<file path="src/rtl/spi_frame_rx_if.sv">
// spi_frame_rx_if: pad-side serial pins plus core-side rx/tx handshakes of the SPI framing stage.
interface spi_frame_rx_if #(
   parameter int CMD_W  = 8,
   parameter int WORD_W = 32
);
   logic              cs_n;
   logic              sdi;
   logic              sdo;
   logic [CMD_W-1:0]  rx_cmd;
   logic              rx_cmd_valid;
   logic [WORD_W-1:0] rx_data;
   logic              rx_valid;
   logic              rx_ready;
   logic [WORD_W-1:0] tx_data;
   logic              tx_valid;
   logic              tx_ready;
   logic              frame_err;
   modport slave (
      input  cs_n, sdi, rx_ready, tx_data, tx_valid,
      output sdo, rx_cmd, rx_cmd_valid, rx_data, rx_valid, tx_ready, frame_err
   );
   modport master (
      output cs_n, sdi, rx_ready, tx_data, tx_valid,
      input  sdo, rx_cmd, rx_cmd_valid, rx_data, rx_valid, tx_ready, frame_err
   );
endinterface

</file>
<file path="src/rtl/spi_frame_rx.sv">
// spi_frame_rx: SPI slave framer, command byte then back-to-back payload words in (write) or out (read).
module spi_frame_rx #(
   parameter int CMD_W  = 8,
   parameter int WORD_W = 32
) (
   input logic           interface_clk,
   input logic           reset_n,
   spi_frame_rx_if.slave bus
);
   localparam int CW = $clog2(WORD_W);
   typedef enum logic [1:0] {IDLE, CMD, RDATA, TDATA} state_t;
   state_t            state, state_nx;
   logic [CW-1:0]     cnt;
   logic [CMD_W-2:0]  cmd_sh;
   logic [WORD_W-2:0] sh;
   logic              cmd_done, word_done, is_rd, load_pt;
   always_ff @(posedge interface_clk or negedge reset_n)
      if (!reset_n) state <= IDLE;
      else          state <= state_nx;
   always_comb begin
      cmd_done  = state == CMD && cnt == CW'(CMD_W - 1);
      word_done = cnt == CW'(WORD_W - 1);
      is_rd     = cmd_sh[CMD_W-2];
      // a read response word is fetched when the command completes and at every word boundary after
      load_pt   = !bus.cs_n && ((cmd_done && is_rd) || (state == TDATA && word_done));
      bus.tx_ready = load_pt && bus.tx_valid;
      state_nx  = bus.cs_n       ? IDLE :
                  state == IDLE  ? CMD :
                  cmd_done       ? (is_rd ? TDATA : RDATA) : state;
   end
   always_ff @(posedge interface_clk or negedge reset_n) begin
      if (!reset_n) begin
         cnt              <= '0;
         cmd_sh           <= '0;
         sh               <= '0;
         bus.sdo          <= 1'b0;
         bus.rx_cmd       <= '0;
         bus.rx_cmd_valid <= 1'b0;
         bus.rx_data      <= '0;
         bus.rx_valid     <= 1'b0;
         bus.frame_err    <= 1'b0;
      end else begin
         bus.rx_cmd_valid <= 1'b0;
         if (bus.rx_ready) bus.rx_valid <= 1'b0;
         if (bus.cs_n) begin
            cnt     <= '0;
            bus.sdo <= 1'b0;
            if (state == CMD || cnt != '0) bus.frame_err <= 1'b1;
         end else begin
            cnt <= state == IDLE ? CW'(1) : (cmd_done || word_done) ? '0 : cnt + CW'(1);
            if (state == IDLE) bus.frame_err <= 1'b0;
            if (state == IDLE || state == CMD) cmd_sh <= {cmd_sh[CMD_W-3:0], bus.sdi};
            if (cmd_done) begin
               bus.rx_cmd       <= {cmd_sh, bus.sdi};
               bus.rx_cmd_valid <= 1'b1;
            end
            if (load_pt) begin
               sh      <= bus.tx_valid ? bus.tx_data[WORD_W-2:0] : '0;
               bus.sdo <= bus.tx_valid & bus.tx_data[WORD_W-1];
               if (!bus.tx_valid) bus.frame_err <= 1'b1;
            end else begin
               sh      <= {sh[WORD_W-3:0], state == RDATA && bus.sdi};
               bus.sdo <= state == TDATA && sh[WORD_W-2];
            end
            if (state == RDATA && word_done) begin
               if (!bus.rx_valid || bus.rx_ready) begin
                  bus.rx_data  <= {sh, bus.sdi};
                  bus.rx_valid <= 1'b1;
               end else bus.frame_err <= 1'b1;
            end
         end
      end
   end
endmodule

</file>
<file path="src/flat_wrapper.sv">
// flat-port wrapper written by rule: the top's interface ports become plain ports
module spi_frame_rx_flat 
#(
   parameter int CMD_W  = 8,
   parameter int WORD_W = 32
)
  (interface_clk, reset_n, bus_cs_n, bus_sdi, bus_rx_ready, bus_tx_data, bus_tx_valid, bus_sdo, bus_rx_cmd, bus_rx_cmd_valid, bus_rx_data, bus_rx_valid, bus_tx_ready, bus_frame_err);
  spi_frame_rx_if #(.CMD_W(CMD_W), .WORD_W(WORD_W)) bus_i ();
  input logic interface_clk;
  input logic reset_n;
  input wire logic [$bits(bus_i.cs_n)-1:0] bus_cs_n;
  input wire logic [$bits(bus_i.sdi)-1:0] bus_sdi;
  input wire logic [$bits(bus_i.rx_ready)-1:0] bus_rx_ready;
  input wire logic [$bits(bus_i.tx_data)-1:0] bus_tx_data;
  input wire logic [$bits(bus_i.tx_valid)-1:0] bus_tx_valid;
  output wire logic [$bits(bus_i.sdo)-1:0] bus_sdo;
  output wire logic [$bits(bus_i.rx_cmd)-1:0] bus_rx_cmd;
  output wire logic [$bits(bus_i.rx_cmd_valid)-1:0] bus_rx_cmd_valid;
  output wire logic [$bits(bus_i.rx_data)-1:0] bus_rx_data;
  output wire logic [$bits(bus_i.rx_valid)-1:0] bus_rx_valid;
  output wire logic [$bits(bus_i.tx_ready)-1:0] bus_tx_ready;
  output wire logic [$bits(bus_i.frame_err)-1:0] bus_frame_err;
  assign bus_i.cs_n = bus_cs_n;
  assign bus_i.sdi = bus_sdi;
  assign bus_i.rx_ready = bus_rx_ready;
  assign bus_i.tx_data = bus_tx_data;
  assign bus_i.tx_valid = bus_tx_valid;
  assign bus_sdo = bus_i.sdo;
  assign bus_rx_cmd = bus_i.rx_cmd;
  assign bus_rx_cmd_valid = bus_i.rx_cmd_valid;
  assign bus_rx_data = bus_i.rx_data;
  assign bus_rx_valid = bus_i.rx_valid;
  assign bus_tx_ready = bus_i.tx_ready;
  assign bus_frame_err = bus_i.frame_err;
  spi_frame_rx #(.CMD_W(CMD_W), .WORD_W(WORD_W)) u_core (.interface_clk(interface_clk), .reset_n(reset_n), .bus(bus_i));
endmodule
</file>
<file path="config.mk">
export PLATFORM = sky130hd
export DESIGN_NAME = spi_frame_rx_flat
export DESIGN_NICKNAME = d
export VERILOG_FILES = /design/src/rtl/spi_frame_rx_if.sv /design/src/rtl/spi_frame_rx.sv /design/src/flat_wrapper.sv
export SDC_FILE = /design/constraint.sdc
export NUM_CORES = 1
export LEC_CHECK = 0
export CAP_MARGIN = 0
export CORE_MARGIN = 4
export CORE_UTILIZATION = 53
export CTS_BUF_LIST = sky130_fd_sc_hd__clkbuf_8
export DETAILED_ROUTE_END_ITERATION = 16
export PLACE_DENSITY = 0.82
export SKIP_CTS_REPAIR_TIMING = 1
export SYNTH_ARGS = -nofsm -noshare
export SYNTH_HDL_FRONTEND = slang
export SYNTH_SLANG_ARGS = --single-unit
export TNS_END_PERCENT = 1
</file>
<file path="constraint.sdc">
create_clock -name interface_clk -period 2.7 [get_ports interface_clk]
set_input_delay 0.405 -clock interface_clk [delete_from_list [all_inputs] [get_ports interface_clk]]
set_output_delay 0.405 -clock interface_clk [all_outputs]
set_load 0.1 [all_outputs]
</file>
==> results of run 1 <==
## final cells by class
type | instances | share of cell area
timing repair buffer | 92 | 0.159
tap | 99 | 0.0245
inverter | 34 | 0.0253
sequential | 89 | 0.441
clock buffer | 9 | 0.0245
multi-input combinational | 189 | 0.309
clock inverter | 5 | 0.0163
## through the flow
step | area [sq um] | total power, uW | util | hold slack [ps] | instances
2_1_floorplan | 4040 | 1600 | - | 109 | 339
3_3_place_gp | 4840 | 1730 | 0.661 | 387 | 503
3_5_place_dp | 4840 | 1740 | 0.661 | 387 | 503
4_1_cts | 5050 | 2700 | 0.689 | 7.57 | 517
5_1_grt | 5050 | 2800 | 0.689 | 5.39 | 517
6_report | 5050 | 2680 | 0.689 | -6.41 | 517
## per-layer routing
metal / wire length, microns / track usage / vias to the layer above
met4: 97 / 0.0649 / 0
met2: 4550 / 0.339 / 90
met3: 505 / 0.0450 / 6
met1: 3840 / 0.290 / 1486
met5: 0 / 0 / -
li1: - / - / 1369
## critical path: cells and delay by family, from the launching register on
family          cells  cell delay (ps)
compound gates      1              180
buf+inv             1              190
simple gates        3              480
flops               1              400
fa+ha+maj           2              490
## state kept, by name, summed over array words and instances (netlist names), 2 cells and up
register,flops
u_core.bus.rx_cmd,8
u_core.bus.rx_data,32
u_core.cmd_sh,7
u_core.cnt,5
u_core.sh,31
u_core.state,2
## synthesized netlist by cell type (5+ instances only)
| cell | count | area share |
|---|---|---|
| buf_2 | 6 | 0.0074 |
| clkbuf_1 | 17 | 0.016 |
| dfrtp_1 | 89 | 0.55 |
| inv_1 | 34 | 0.032 |
| mux2_2 | 47 | 0.13 |
| nand2_1 | 34 | 0.032 |
| nor2_1 | 5 | 0.0047 |
| o211ai_1 | 31 | 0.058 |
| o311ai_1 | 21 | 0.046 |
| o311ai_2 | 5 | 0.020 |
## worst paths after layout
kind                                  startpoint  cells past startpoint                      to  slack [ps]
min                                      reset_n                      1        u_core.cmd_sh[6]          -6
min in group interface_clk  u_core.bus.rx_cmd[1]                      1    u_core.bus.rx_cmd[1]         510
min reg2reg                 u_core.bus.rx_cmd[1]                      1    u_core.bus.rx_cmd[1]         510
max reg2reg                        u_core.cnt[0]                      6  u_core.bus.rx_data[29]         470
max                                u_core.cnt[0]                      7            bus_tx_ready         200
max in group asynchronous                reset_n                      2        u_core.cmd_sh[4]        1940
## power by group through the flow
| stage | clock [uW] | sequential (uW) | combinational (uW) |
|---|---|---|---|
| floorplan | 0 | 1470 | 136 |
| global placement | 0 | 1460 | 270 |
| detailed placement | 0 | 1460 | 274 |
| CTS | 985 | 1440 | 276 |
| global route | 1050 | 1450 | 300 |
| finish | 970 | 1440 | 275 |
## logic make-up after synthesis
logic type      Yosys count  share of synthesized area
buf+inv                  61                     0.0651
mux                      47                      0.131
simple gates             65                     0.0865
compound gates           72                      0.152
xor+xnor                  2                    0.00434
fa+ha+maj                 3                    0.00930
flops                    89                      0.552
==> summary.md, run 1 <==
| Metric | Value |
|---|---|
| Status | `finished, violations left` |
| Failing checks | `hold timing` |
| Worst slew margin | `0.634` |
| Total global-route track usage | `0.212` |
| Buffers on Ports | `82` |
| Final Hold Slack | `-6.41 ps` |
| Routed WL | `9000 microns` |
| CP arrival | `2090 ps` |
| Sequential share of the synthesized area | `0.552` |
| Routed vias/inst | `5.71` |
| Pre-CTS WS | `387 ps` |
| Min Tclk post-route | `2500 ps` |
| P per Cell Area | `531 nW/um^2` |
| Worst Setup Start Kind | `flip-flop` |
| Clock Tree Root | `clkbuf_8` |
| Clk_skew | `8.11 ps` |
| Core footprint | `7330 sq um` |
| Max frequency | `0.400 GHz` |
| Slew @ Worst Pin | `546 ps` |
| Fraction of layout cells with a size suffix above 1 | `0.318` |
| # fillers | `540` |
| Pint | `2020 uW` |
| I/O pin cnt | `83` |
| Vias | `2951` |
| Most common cell after layout, fill and taps aside | `dfrtp_1` |
| Area of the multi-input gates | `1560 sq um` |
| Mapped Area | `4040 sq um` |
| Sequential share of power | `0.536` |
| Cells along the critical path | `ha_1 > and3_1 > ha_2 > nand3_1 > o21a_4 > nor2_4 > buf_12` |
| First-pass GRT wire length | `14700 microns` |
| Gpl congestion | `0.831` |
| DRC | `0` |
| Most frequent cells in the layout | `dfrtp_1, buf_4, mux2_2` |
| Total global routing overflow | `0` |
| Initial antenna violation count | `0` |
| CTS tree | `built` |
| Vias in the first global route | `2980` |
| # diodes | `0` |
| Switching power | `664 uW` |
| Critical path class | `flip-flop to output pin` |
| Slowest CP cell | `dfrtp_1` |
| DP HPWL | `6120 microns` |
| Synth Instances | `339` |
| Final setup margin | `201 ps` |
| Area grow syn2layout | `25.2%` |
| Yosys warnings | `0` |
| Clock latency on the worst-skew pair | `350 ps` |
| # setup viols final | `0` |
| Avg WL per Cell | `17.4 microns` |
| CP endpoint kind | `output pin` |
| Post-DRT Antenna Nets | `0` |
| Avg Cell Area, Syn | `11.9 sq um` |
| Die area | `9080 sq um` |
| Max-slew violations | `0` |
| Cts bufs inserted | `9` |
| Clk network pwr share | `0.362` |
| DRT iter0 DRCs | `179` |
| Number of unique standard cell types used by synthesis | `39` |
| Gate power share | `0.103` |
| Initial Util | `0.551` |
| Period utilization | `0.925` |
| Largest net degree at the start of global routing | `42` |
| Crit path required time | `2300 ps` |
| Max incr delay on CP | `400 ps` |
| Hold Vio Cnt, Final | `3` |
| Number of H-tree levels | `3` |
| Yosys reg bits | `89` |
| Final net count | `456` |
| Worst Hold Class | `input pin to async pin` |
| Max-cap viol count | `0` |
| Syn_nets | `380` |
| Top_reg_cell synth | `dfrtp_1` |
| LEAKAGE | `0.00243 uW` |
| Clk sinks | `89` |
| Width of the die | `95.3 microns` |
| Row cnt | `31` |
| Clock transition at path regs | `80 ps` |
| Sequential Area | `2230 sq um` |
| Maximum vdd drop | `326 uV` |
| Setup tns final | `0 ps` |
| Die Y-Extent | `95.3 microns` |
| Unrepaired setup endpoints after global routing | `false` |
| EDFF count, synth | `0` |
| Async SR Flop Fraction | `1.00` |
| CTS max path bufs | `2` |
| DRT Pass-1 Iters | `4` |
| Switching Share | `0.248` |
| Max Fanout on Critical Path | `8` |
No activity file was read; power rests on OpenSTA's default activity.
==> inputs of run 2 (changes only) <==
CORE_UTILIZATION = 34   (was 53)
PLACE_DENSITY = 0.66   (was 0.82)
==> summary.md, run 2 (same netlist as run 1, synthesis figures left out) <==
| Metric | Value |
|---|---|
| DRC | `0` |
| Total global routing overflow | `0` |
| Routed WL | `9150 microns` |
| FF-to-FF setup slack | `610 ps` |
| Number of H-tree levels | `3` |
| DP HPWL | `6320 microns` |
| Setup tns final | `0 ps` |
| CP endpoint kind | `output pin` |
| Slew @ Worst Pin | `541 ps` |
| Crit path required time | `2300 ps` |
| Width of the die | `117 microns` |
| Die Y-Extent | `117 microns` |
| Vias | `2882` |
| Switching Share | `0.272` |
| Initial Util | `0.350` |
| Final net count | `457` |
| CTS tree | `built` |
| Hold Vio Cnt, Final | `0` |
| Buffers on Ports | `82` |
| Cts bufs inserted | `9` |
| Sequential Area | `2230 sq um` |
| Gpl congestion | `0.784` |
| Largest net degree at the start of global routing | `51` |
| LEAKAGE | `0.00240 uW` |
| Status | `finished, final reports clean` |
| Area grow syn2layout | `26.1%` |
| DRT Pass-1 Iters | `4` |
| P per Cell Area | `496 nW/um^2` |
| Avg WL per Cell | `16.2 microns` |
| Clock transition at path regs | `80 ps` |
| I/O pin cnt | `83` |
| Largest regs | `u_core.bus.rx_data (32), u_core.sh (31), u_core.bus.rx_cmd (8)` |
| Unrepaired setup endpoints after global routing | `false` |
| # fillers | `1104` |
| Max-cap viol count | `0` |
| # diodes | `0` |
| Clock Tree Root | `clkbuf_8` |
| Biggest register | `u_core.bus.rx_data` |
| Clock latency on the worst-skew pair | `360 ps` |
| Period utilization | `0.944` |
| Row cnt | `39` |
| Sequential share of power | `0.569` |
| Post-DRT Antenna Nets | `0` |
| CTS max path bufs | `2` |
| Worst Hold Class | `input pin to async pin` |
| Area of the multi-input gates | `1580 sq um` |
| First-pass GRT wire length | `15200 microns` |
| Switching power | `688 uW` |
| DRT iter0 DRCs | `146` |
| Max frequency | `0.392 GHz` |
| Fraction of layout cells with a size suffix above 1 | `0.325` |
| Max-slew violations | `0` |
| Pint | `1840 uW` |
| Largest register FFs | `32` |
| Routed vias/inst | `5.11` |
| # setup viols final | `0` |
| R2R cell count | `7` |
| Most common cell after layout, fill and taps aside | `dfrtp_1` |
| Worst Setup Start Kind | `flip-flop` |
| Clk sinks | `89` |
| Die area | `13700 sq um` |
| Vias in the first global route | `2917` |
| Initial antenna violation count | `0` |
| Maximum vdd drop | `197 uV` |
| Max Fanout on Critical Path | `16` |
| Fin util | `0.442` |
| Core footprint | `11500 sq um` |
| Clk network pwr share | `0.321` |
| Reg-to-reg critical path endpoint | `u_core.sh[25]` |
| Worst slew margin | `0.638` |
| Worst R2R Start | `u_core.cnt[0]` |
| Clk_skew | `12.6 ps` |
| Min Tclk post-route | `2550 ps` |
| Critical path class | `flip-flop to output pin` |
| CP arrival | `2140 ps` |
| Most frequent cells in the layout | `dfrtp_1, buf_4, mux2_2` |
| Gate power share | `0.111` |
| Total global-route track usage | `0.142` |
run 2: changes by cell type in the layout (fill, tap and decap cells not counted):
| cell | previous run | this run |
|---|---|---|
| bufinv_16 | 2 | 0 |
| inv_6 | 0 | 1 |
| ha_4 | 0 | 1 |
| buf_4 | 54 | 55 |
| buf_2 | 0 | 1 |
| clkinv_4 | 2 | 0 |
| nand4bb_2 | 0 | 1 |
| clkinvlp_4 | 0 | 4 |
| ha_2 | 1 | 0 |
| nand4bb_1 | 1 | 0 |
| inv_1 | 34 | 35 |
| clkdlybuf4s50_1 | 36 | 35 |
run 2: metrics by stage:
step | std cells | area, sq um | hold WS [ps] | setup slack, ps | total power (uW)
after floorplan | 339 | 4040 | 109 | 288 | 1600
after detailed placement | 548 | 4910 | 425 | 435 | 1740
after global placement | 548 | 4910 | 418 | 492 | 1740
after CTS | 564 | 5080 | 38.1 | 21.2 | 2570
after global routing | 564 | 5090 | 61.9 | 35.7 | 2660
final | 564 | 5090 | 30.6 | 150 | 2530
run 2: layout make-up:
cell class / count / area share
Clock inverter: 7 / 0.00934
Tap cell: 143 / 0.0351
Clock buffer: 9 / 0.0243
Timing Repair Buffer: 93 / 0.159
Inverter: 34 / 0.0251
Multi-Input combinational cell: 189 / 0.310
Sequential cell: 89 / 0.437
run 2: worst max-delay path: stages, from the launching register on:
cell	delay, ps
dfrtp_1	410
ha_1	240
and3_1	230
ha_4	200
nand3_1	120
o21a_4	230
nor2_4	170
buf_12	190
run 2: per-layer routing:
layer,routed length (microns),GRT usage,up-vias
met2,4350,0.220,79
met4,83,0.0497,0
met5,0,0,-
li1,-,-,1379
met1,4180,0.197,1419
met3,534,0.0293,5
run 2: power by group through the flow:
stage | clock network (uW) | registers, uW | logic, uW
floorplan | 0 | 1470 | 136
global placement | 0 | 1460 | 274
detailed placement | 0 | 1460 | 282
CTS | 848 | 1440 | 282
global route | 906 | 1450 | 308
finish | 811 | 1440 | 279
run 2: worst max path at each step:
stage / slack (ps) / startpoint / endpoint
detailed placement: 440 / u_core.cnt[0] / bus_tx_ready
global placement: 490 / u_core.cnt[0] / bus_tx_ready
finish: 150 / u_core.cnt[0] / bus_tx_ready
global route: 40 / u_core.cnt[0] / bus_tx_ready
floorplan: 290 / u_core.cnt[0] / bus_tx_ready
CTS: 20 / u_core.cnt[0] / bus_tx_ready
